**src/rtl/tour_pkg.sv**
```systemverilog
// tour_pkg: shared state type and command/response constants for tour_seq
package tour_pkg;
  typedef enum logic [2:0] {IDLE, VERT, WAIT_V, HORZ, WAIT_H} state_t;
  localparam logic [3:0] OP_MOVE = 4'h4;
  localparam logic [3:0] OP_FANFARE = 4'h5;
  localparam logic [3:0] OP_ABORT = 4'h0;
  localparam logic [7:0] HDG_N = 8'h00;
  localparam logic [7:0] HDG_S = 8'h7F;
  localparam logic [7:0] HDG_E = 8'hBF;
  localparam logic [7:0] HDG_W = 8'h3F;
  localparam logic [7:0] RESP_ACK = 8'hA5;
  localparam logic [7:0] RESP_POS = 8'h5A;
endpackage

```
**src/rtl/tour_seq_if.sv**
```systemverilog
// tour_seq_if: tour memory, UART command and cmd_proc signals around tour_seq
// master: the sequencer (drives mv_indx, cmd, cmd_rdy, clr_cmd_rdy_UART, resp, tour_err)
// slave: its environment (drives start_tour, move, cmd_UART, cmd_rdy_UART, clr_cmd_rdy, send_resp)
interface tour_seq_if;
  logic start_tour;
  logic [7:0] move;
  logic [4:0] mv_indx;
  logic [15:0] cmd_UART;
  logic cmd_rdy_UART;
  logic clr_cmd_rdy_UART;
  logic [15:0] cmd;
  logic cmd_rdy;
  logic clr_cmd_rdy;
  logic send_resp;
  logic [7:0] resp;
  logic tour_err;
  modport master(
    input start_tour, move, cmd_UART, cmd_rdy_UART, clr_cmd_rdy, send_resp,
    output mv_indx, clr_cmd_rdy_UART, cmd, cmd_rdy, resp, tour_err
  );
  modport slave(
    output start_tour, move, cmd_UART, cmd_rdy_UART, clr_cmd_rdy, send_resp,
    input mv_indx, clr_cmd_rdy_UART, cmd, cmd_rdy, resp, tour_err
  );
endinterface

```
**src/rtl/tour_seq_move_decode.sv**
```systemverilog
// move_decode: one-hot knight move to vertical and horizontal cmd_proc commands
// move_i: one-hot move; vert_cmd_o/horz_cmd_o: command pair; illegal_o: move not one-hot
module move_decode
  import tour_pkg::*;
(
  input  logic [7:0]  move_i,
  output logic [15:0] vert_cmd_o,
  output logic [15:0] horz_cmd_o,
  output logic        illegal_o
);
  logic north, east, v2, h2;
  always_comb begin
    north = |{move_i[7], move_i[2:0]};
    east = |{move_i[7:5], move_i[0]};
    v2 = |{move_i[5:4], move_i[1:0]};
    h2 = |{move_i[7:6], move_i[3:2]};
    vert_cmd_o = {OP_MOVE, north ? HDG_N : HDG_S, v2 ? 4'd2 : 4'd1};
    horz_cmd_o = {OP_FANFARE, east ? HDG_E : HDG_W, h2 ? 4'd2 : 4'd1};
    illegal_o = (move_i == 8'h00) || ((move_i & (move_i - 8'd1)) != 8'h00);
  end
endmodule

```
**src/rtl/tour_seq.sv**
```systemverilog
// tour_seq: expands a solved knight tour into cmd_proc commands, UART passthrough when idle
// clk, rst_n (async, active low); bus: tour_seq_if.master
// NUM_MOVES: moves in a tour; TOUR_ABORT_EN: UART opcode 0 aborts the tour at the next response
module tour_seq
  import tour_pkg::*;
#(
  parameter int NUM_MOVES = 24
) (
  input logic clk,
  input logic rst_n,
  tour_seq_if.master bus
);
  localparam logic [4:0] LAST = 5'(NUM_MOVES - 1);
  state_t state_q;
  logic [4:0] mv_indx_q;
  logic tour_err_q, settle_q, abort_q;
  logic [15:0] vert_cmd, horz_cmd;
  logic illegal, last, in_wait, abort_seen, abort_now;
  move_decode u_dec (
    .move_i(bus.move),
    .vert_cmd_o(vert_cmd),
    .horz_cmd_o(horz_cmd),
    .illegal_o(illegal)
  );
  always_comb begin
    last = mv_indx_q == LAST;
    in_wait = state_q == WAIT_V || state_q == WAIT_H;
`ifdef TOUR_ABORT_EN
    abort_seen = state_q != IDLE && bus.cmd_rdy_UART && bus.cmd_UART[15:12] == OP_ABORT;
`else
    abort_seen = 1'b0;
`endif
    abort_now = abort_q | abort_seen;
    bus.cmd = state_q == IDLE ? bus.cmd_UART
            : (state_q == VERT || state_q == WAIT_V) ? vert_cmd : horz_cmd;
    // settle_q covers the tour memory read latency after mv_indx changes
    bus.cmd_rdy = state_q == IDLE ? bus.cmd_rdy_UART
                : state_q == HORZ || (state_q == VERT && !settle_q && !illegal);
    bus.clr_cmd_rdy_UART = state_q == IDLE ? bus.clr_cmd_rdy : abort_seen;
    bus.resp = (state_q == IDLE || (state_q == WAIT_H && last) || (in_wait && abort_now))
             ? RESP_ACK : RESP_POS;
    bus.mv_indx = mv_indx_q;
    bus.tour_err = tour_err_q;
  end
  always_ff @(posedge clk or negedge rst_n)
    if (!rst_n) begin
      state_q <= IDLE;
      mv_indx_q <= '0;
      tour_err_q <= 1'b0;
      settle_q <= 1'b0;
      abort_q <= 1'b0;
    end else begin
      tour_err_q <= 1'b0;
      settle_q <= 1'b0;
      abort_q <= abort_now && state_q != IDLE;
      case (state_q)
        IDLE: if (bus.start_tour) begin
          state_q <= VERT;
          mv_indx_q <= '0;
          settle_q <= 1'b1;
        end
        VERT: if (!settle_q) begin
          if (illegal) begin
            state_q <= IDLE;
            tour_err_q <= 1'b1;
            abort_q <= 1'b0;
          end else if (bus.clr_cmd_rdy) state_q <= WAIT_V;
        end
        WAIT_V: if (bus.send_resp) begin
          state_q <= abort_now ? IDLE : HORZ;
          abort_q <= 1'b0;
        end
        HORZ: if (bus.clr_cmd_rdy) state_q <= WAIT_H;
        WAIT_H: if (bus.send_resp) begin
          abort_q <= 1'b0;
          if (last || abort_now) state_q <= IDLE;
          else begin
            state_q <= VERT;
            mv_indx_q <= mv_indx_q + 5'd1;
            settle_q <= 1'b1;
          end
        end
        default: state_q <= IDLE;
      endcase
    end
endmodule

```
**src/flat_wrapper.sv**
```systemverilog
// flat-port wrapper written by rule: the top's interface ports become plain ports
module tour_seq_flat import tour_pkg::*;
#(
  parameter int NUM_MOVES = 24
)
  (clk, rst_n, bus_start_tour, bus_move, bus_cmd_UART, bus_cmd_rdy_UART, bus_clr_cmd_rdy, bus_send_resp, bus_mv_indx, bus_clr_cmd_rdy_UART, bus_cmd, bus_cmd_rdy, bus_resp, bus_tour_err);
  tour_seq_if bus_i ();
  input logic clk;
  input logic rst_n;
  input wire logic [$bits(bus_i.start_tour)-1:0] bus_start_tour;
  input wire logic [$bits(bus_i.move)-1:0] bus_move;
  input wire logic [$bits(bus_i.cmd_UART)-1:0] bus_cmd_UART;
  input wire logic [$bits(bus_i.cmd_rdy_UART)-1:0] bus_cmd_rdy_UART;
  input wire logic [$bits(bus_i.clr_cmd_rdy)-1:0] bus_clr_cmd_rdy;
  input wire logic [$bits(bus_i.send_resp)-1:0] bus_send_resp;
  output wire logic [$bits(bus_i.mv_indx)-1:0] bus_mv_indx;
  output wire logic [$bits(bus_i.clr_cmd_rdy_UART)-1:0] bus_clr_cmd_rdy_UART;
  output wire logic [$bits(bus_i.cmd)-1:0] bus_cmd;
  output wire logic [$bits(bus_i.cmd_rdy)-1:0] bus_cmd_rdy;
  output wire logic [$bits(bus_i.resp)-1:0] bus_resp;
  output wire logic [$bits(bus_i.tour_err)-1:0] bus_tour_err;
  assign bus_i.start_tour = bus_start_tour;
  assign bus_i.move = bus_move;
  assign bus_i.cmd_UART = bus_cmd_UART;
  assign bus_i.cmd_rdy_UART = bus_cmd_rdy_UART;
  assign bus_i.clr_cmd_rdy = bus_clr_cmd_rdy;
  assign bus_i.send_resp = bus_send_resp;
  assign bus_mv_indx = bus_i.mv_indx;
  assign bus_clr_cmd_rdy_UART = bus_i.clr_cmd_rdy_UART;
  assign bus_cmd = bus_i.cmd;
  assign bus_cmd_rdy = bus_i.cmd_rdy;
  assign bus_resp = bus_i.resp;
  assign bus_tour_err = bus_i.tour_err;
  tour_seq #(.NUM_MOVES(NUM_MOVES)) u_core (.clk(clk), .rst_n(rst_n), .bus(bus_i));
endmodule
```
**config.mk**
```make
export PLATFORM = sky130hd
export DESIGN_NAME = tour_seq_flat
export DESIGN_NICKNAME = d
export VERILOG_FILES = /design/src/rtl/tour_pkg.sv /design/src/rtl/tour_seq_if.sv /design/src/rtl/tour_seq_move_decode.sv /design/src/rtl/tour_seq.sv /design/src/flat_wrapper.sv
export SDC_FILE = /design/constraint.sdc
export NUM_CORES = 1
export LEC_CHECK = 0
export CAP_MARGIN = 20
export CORE_ASPECT_RATIO = 1.1
export CORE_UTILIZATION = 40
export DETAILED_ROUTE_END_ITERATION = 8
export PLACE_DENSITY = 0.9
export SYNTH_ARGS = -nofsm -noshare
export SYNTH_HDL_FRONTEND = slang
export SYNTH_SLANG_ARGS = --single-unit
```
**constraint.sdc**
```tcl
create_clock -name clk -period 4.66 [get_ports clk]
set_input_delay 0.466 -clock clk [delete_from_list [all_inputs] [get_ports clk]]
set_output_delay 0.466 -clock clk [all_outputs]
set_load 0.03 [all_outputs]
```
## Word-level counts from Yosys, hierarchy flattened

Index checks and enable logic that the tools add are counted.

| word-level totals | value |
|---|---|
| bits in registers | 11 |
| input bits | 30 |
| output and inout bits | 32 |
| word-level logic and storage cells | 80 |

| cells by class | value |
|---|---|
| add/sub/neg operators | 2 |
| equal/unequal tests | 12 |
| mux-type cells | 34 |
| bitwise logic cells | 1 |
| reduce and logical (&&, ||, !) cells | 26 |

Operator list:

| kind | number |
|---|---|
| $mux 3 | 7 |
| $mux 16 | 1 |
| $mux 8 | 2 |
| $reduce_or 4->1 | 4 |
| $mux 5 | 3 |
| $pmux 3 s5 | 1 |
| $mux 13 | 1 |
| $mux 1 | 12 |
| $ne 2x2->1 const B | 6 |
| $pmux 5 s2 | 1 |
| $and 8x8->8 | 1 |
| $logic_not 8->1 | 1 |
| $reduce_bool 8->1 | 1 |
| $sub 8x1->8 const B | 1 |
| $logic_or 1x1->1 | 7 |
| $mux 7 | 1 |
| $eq 3x2->1 const B | 2 |
| $mux 2 | 3 |
| $reduce_and 6->1 | 1 |
| $add 5x1->5 const B | 1 |
| $eq 5x5->1 const B | 1 |
| $logic_and 1x1->1 | 5 |
| $pmux 1 s2 | 2 |
| $reduce_and 4->1 | 1 |
| 8 further kinds | 9 |

## Longest topological paths before layout

| logic depth | value |
|---|---|
| depth after elaboration | 8 |
| mapped depth | 6 |

## Cells and area by module

A second synthesis with hierarchy kept.

| second synthesis, totals | value |
|---|---|
| cells, all modules | 210 |
| area total of the unflattened synthesis | 1,511.4 um^2 |

By module, submodules not included:

| module | times used | cells an instance | area an instance (um^2) | sequential area each (um^2) |
|---|---|---|---|---|
| tour_seq | 1 | 161 | 1,158.6 | 275.3 |
| move_decode | 1 | 49 | 352.8 | 0.0 |

## Least setup slack after synthesis

OpenSTA, ideal clock, no wires.

| timing path | value |
|---|---|
| path kind | register to output |
| start point | register u_core.mv_indx_q[0], in the netlist u_core.bus.mv_indx[0] |
| end point | output port bus_resp[2] |
| arrival | 1,917 ps |
| data required time | 4,194 ps |
| slack | 2,277 ps |
| stages on the path, launching flop included | 7 |
| cell sequence | dfrtp_1 -> ha_1 -> nand4b_1 -> a21oi_1 -> a21oi_1 -> nor2_1 -> buf_4 |

| on the way | value |
|---|---|
| word-level cells in the longest chain between the ends | 5 |

RTL lines:

| what | line | source |
|---|---|---|
| from (decl) | tour_seq.sv:15 | `logic [4:0] mv_indx_q;` |
| from (signal assigned) | tour_seq.sv:79 | `mv_indx_q <= mv_indx_q + 5'd1;` |
| $eq 5x5->1 | tour_seq.sv:26 | `last = mv_indx_q == LAST;` |
| $logic_and 1x1->1 | tour_seq.sv:40 | `bus.resp = (state_q == IDLE \|\| (state_q == WAIT_H && last) \|\| (in_wait && abort_now))` |
| $logic_or 1x1->1 (2 in series) | tour_seq.sv:40 |  |
| $mux 8 | tour_seq.sv:41 | `? RESP_ACK : RESP_POS;` |
| to (decl) | flat_wrapper.sv:20 | `output wire logic [$bits(bus_i.resp)-1:0] bus_resp;` |

No other way between the ends.

## Worst setup path after layout

| timing path | value |
|---|---|
| start point | input port bus_move[0] |
| end point | output port bus_cmd_rdy |

| on the way | value |
|---|---|
| word-level cells in the longest chain between the ends | 8 |

RTL lines:

| what | line | source |
|---|---|---|
| from (decl) | flat_wrapper.sv:11 | `input wire logic [$bits(bus_i.move)-1:0] bus_move;` |
| $sub 8x1->8 | tour_seq_move_decode.sv:19 | `illegal_o = (move_i == 8'h00) \|\| ((move_i & (move_i - 8'd1)) != 8'h00);` |
| $and 8x8->8 | tour_seq_move_decode.sv:19 |  |
| $reduce_bool 8->1 | tour_seq_move_decode.sv:19 |  |
| $logic_or 1x1->1 (*) | tour_seq_move_decode.sv:19 |  |
| $logic_not 1->1 (*) | tour_seq.sv:38 | `: state_q == HORZ \|\| (state_q == VERT && !settle_q && !illegal);` |
| $logic_and 1x1->1 (*) | tour_seq.sv:38 |  |
| $logic_or 1x1->1 (*) | tour_seq.sv:38 |  |
| $mux 1 (*) | tour_seq.sv:37 | `bus.cmd_rdy = state_q == IDLE ? bus.cmd_rdy_UART` |
| to (decl) | flat_wrapper.sv:19 | `output wire logic [$bits(bus_i.cmd_rdy)-1:0] bus_cmd_rdy;` |

Mark *: on every way between the ends. The rest lies on a longest branch, timed or not.

==> summary.md <==
| Metric | Value |
|---|---|
| Mean Syn Cell Area | 7.68 um^2 |
| Area growth syn-to-layout | 55.6% |
| Global Route Usage Sum | 0.231 |
| 1st-iter DRT viols | 37 |
| CTS-repair resized insts | 0 |
| Layout cells sized above 1 | 0.0529 |
| CTS HTree Levels | 1 |
| Die Y | 55.8 um |
| Hpwl dp | 2.32 mm |
| Worst vdd ir | 0.341 mV |
| Net Count, Synth | 168 |
| Critical path origin | bus_move[0] |
| Leakage | 0.000674 uW |
| Crit start category | primary input |
| CTS Buf Count | 3 |
| Crit Path Max Fanout | 7 |
| CTS Sinks | 11 |
| Max Root-Sink Buffers | 2 |
| Area occupied by multi-input gates | 672 um^2 |
| Post-CTS setup buffers | 0 |
| Max_cap viols | 0 |
| Clock skew | 0.00367 ns |
| Die area | 2840 um^2 |
| Synthesized instance count | 137 |
| Global-route wire length before repair | 5.04 mm |
| Worst skew pair latency | 0.27 ns |
| Clock Tree Root | clkbuf_4 |
| Initial Util | 0.422 |
| Achievable frequency | 0.296 GHz |
| Ports | 62 |
| Grt ovf | 0 |
| Cell area after synthesis | 1050 um^2 |
| Slew @ Worst Pin | 0.982 ns |
| HP Class | primary input to async pin |
| Pwr Density | 483 nW/um^2 |
| Die width | 50.9 um |
| Status | completed |
| Largest net degree at the start of global routing | 24 |
| Non-filler cells, final | 220 |
| Final setup fails | 0 |
| Slew Viols, Final | 0 |
| Core ar. | 2500 um^2 |
| TritonCTS clock tree | built |
| First-pass iteration count of the detailed router | 4 |
| Fin util | 0.656 |
| Register area share after synthesis | 0.262 |
| Count of cell types in the netlist | 43 |
| Routed Antenna Nets | 0 |
| N_diodes | 0 |
| Total placed cells including tap cells | 216 |
| Register area | 275 um^2 |
| Routability-driven placement congestion ratio | 0.874 |
| Fill cell count | 225 |
| Rows | 19 |
| RSZ-0062 raised after global routing | false |
| Via density | 5.71 |
| Reg clk slew, reported paths | 0.07 ns |
| Routed vias | 1257 |
| Worst Path Required | 4.19 ns |
| FF+latch count, synth | 11 |
| Period minus WS final | 3.38 ns |
| Vias in the first global route | 1210 |
| CP Capture Type | output port |
| Slew margin rel. | 0.341 |
| Hold violation count in the final report | 0 |
| Reg2reg start | u_core.state_q[1] |
| Fin nets | 221 |
| Number of port buffers | 61 |
| Setup TNS | 0 ns |
| Final period util | 0.725 |
| DR WL/cell | 13.4 um |
| Final wirelength | 2.94 mm |
| CP arrival | 2.91 ns |
| WS Path Type | primary input to output port |
| Initial antenna violation count | 0 |
| DRC viols | 0 |
| Hold buffer count at cts | 0 |
| Ys Warns | 0 |
==> path summary, 6_finish.rpt <==
kind                                         end  slack (ns)  depth (start not counted)
setup / recovery                     bus_cmd_rdy        1.28                          6
hold / removal                 u_core.state_q[1]        0.52                          1
setup reg to reg           u_core.bus.mv_indx[1]        2.56                          4
hold reg to reg            u_core.bus.mv_indx[0]        0.55                          1
max in group asynchronous  u_core.bus.mv_indx[4]        3.81                          1
min in group clk           u_core.bus.mv_indx[0]        0.55                          1
==> state kept, by name (all words and copies together), names as in the netlist <==
signal,count
u_core.bus.mv_indx,5
u_core.state_q,3
u_core.abort_now,1
u_core.bus.tour_err,1
u_core.settle_q,1
==> per-stage QoR <==
stage | hold WS (ns) | area (um^2) | total power, uW | setup slack, ns
after floorplan | 0.170 | 1050 | 534 | 2.28
after global placement | 0.529 | 1610 | 717 | 1.38
after detailed placement | 0.541 | 1610 | 726 | 1.30
after CTS | 0.537 | 1640 | 796 | 1.30
after global routing | 0.546 | 1640 | 839 | 1.17
final | 0.519 | 1640 | 791 | 1.28
==> area by class of cell <==
type,count,area share
multi-input combinational,109,0.410
timing repair buffer,61,0.373
inverter,4,0.00917
tap,31,0.0237
clock buffer,4,0.0160
sequential,11,0.168
==> critical path, stage by stage <==
cell and delay (ns):
clkdlybuf4s50_1 0.51, or4_4 0.58, o41ai_2 0.22, nand4_1 0.24
a21oi_1 0.21, clkdlybuf4s50_1 0.69
==> placed cells by master, fill, tap and decap left out, types with 2 or more instances in the layout <==
| cell type | instances |
|---|---|
| clkdlybuf4s50_1 | 61 |
| nand2_1 | 23 |
| a21oi_1 | 11 |
| dfrtp_1 | 11 |
| o21ai_0 | 8 |
| and2_1 | 7 |
| nor2_1 | 7 |
| nand4_1 | 5 |
| nor4_1 | 4 |
| inv_1 | 4 |
| xor2_1 | 4 |
| nand3_1 | 3 |
| clkbuf_4 | 3 |
| nand2b_1 | 2 |
| a22oi_1 | 2 |
| or3_1 | 2 |
| a31oi_1 | 2 |
| and3_1 | 2 |
| nor3_1 | 2 |
==> kinds of logic after synthesis <==
kind of cell / after synthesis / synth area share
simple gates: 64 / 0.323
fa+ha+maj: 2 / 0.0214
flops: 11 / 0.262
xor+xnor: 5 / 0.0416
mux: 2 / 0.0202
compound gates: 36 / 0.227
buf+inv: 17 / 0.105
==> metal layers <==
| layer | track usage | vias up | routed length, um |
|---|---|---|---|
| met5 | 0 | - | 0 |
| met4 | 0.127 | 0 | 80 |
| met3 | 0.0410 | 12 | 202 |
| met2 | 0.419 | 65 | 1560 |
| met1 | 0.243 | 577 | 1090 |
| li1 | - | 603 | - |
==> cells in the mapped netlist, drive strengths merged <==
| library cell | n | area [um^2] |
|---|---|---|
| nor4b | 2 | 23.8 |
| mux2 | 1 | 11.3 |
| xnor2 | 1 | 8.76 |
| or2 | 1 | 6.26 |
| nor4 | 4 | 25.0 |
| mux2i | 1 | 10.0 |
| and3 | 2 | 12.5 |
| o211a | 1 | 10.0 |
| a31oi | 2 | 12.5 |
| o31ai | 1 | 7.51 |
| o21ai | 9 | 45.0 |
| nand2 | 23 | 86.3 |
| o22ai | 1 | 6.26 |
| ha | 1 | 12.5 |
| or4b | 1 | 10.0 |
| nand4 | 5 | 31.3 |
| nor2 | 7 | 26.3 |
| o41ai | 2 | 25.0 |
| a2bb2oi | 1 | 8.76 |
| dfrtp | 11 | 275 |
| a211oi | 1 | 7.51 |
| nand3 | 3 | 15.0 |
| nor3 | 3 | 15.0 |
| a22oi | 2 | 15.0 |
| a221o | 2 | 21.3 |
| and2 | 7 | 43.8 |
| xor2 | 4 | 35.0 |
| nand2b | 2 | 12.5 |
| a21oi | 11 | 55.1 |
| a21o | 1 | 7.51 |
| buf | 13 | 95.1 |
| a221oi | 1 | 8.76 |
| inv | 4 | 15.0 |
| maj3 | 1 | 10.0 |
| nand4b | 1 | 8.76 |
| a22o | 1 | 8.76 |
| or3 | 2 | 12.5 |
| or4 | 1 | 11.3 |
==> where the power goes <==
part	internal [uW]	switching, uW
Combinational	250	337
Sequential	107	30.4
Clock	33.2	33.3
No activity file was read; power rests on OpenSTA's default activity.
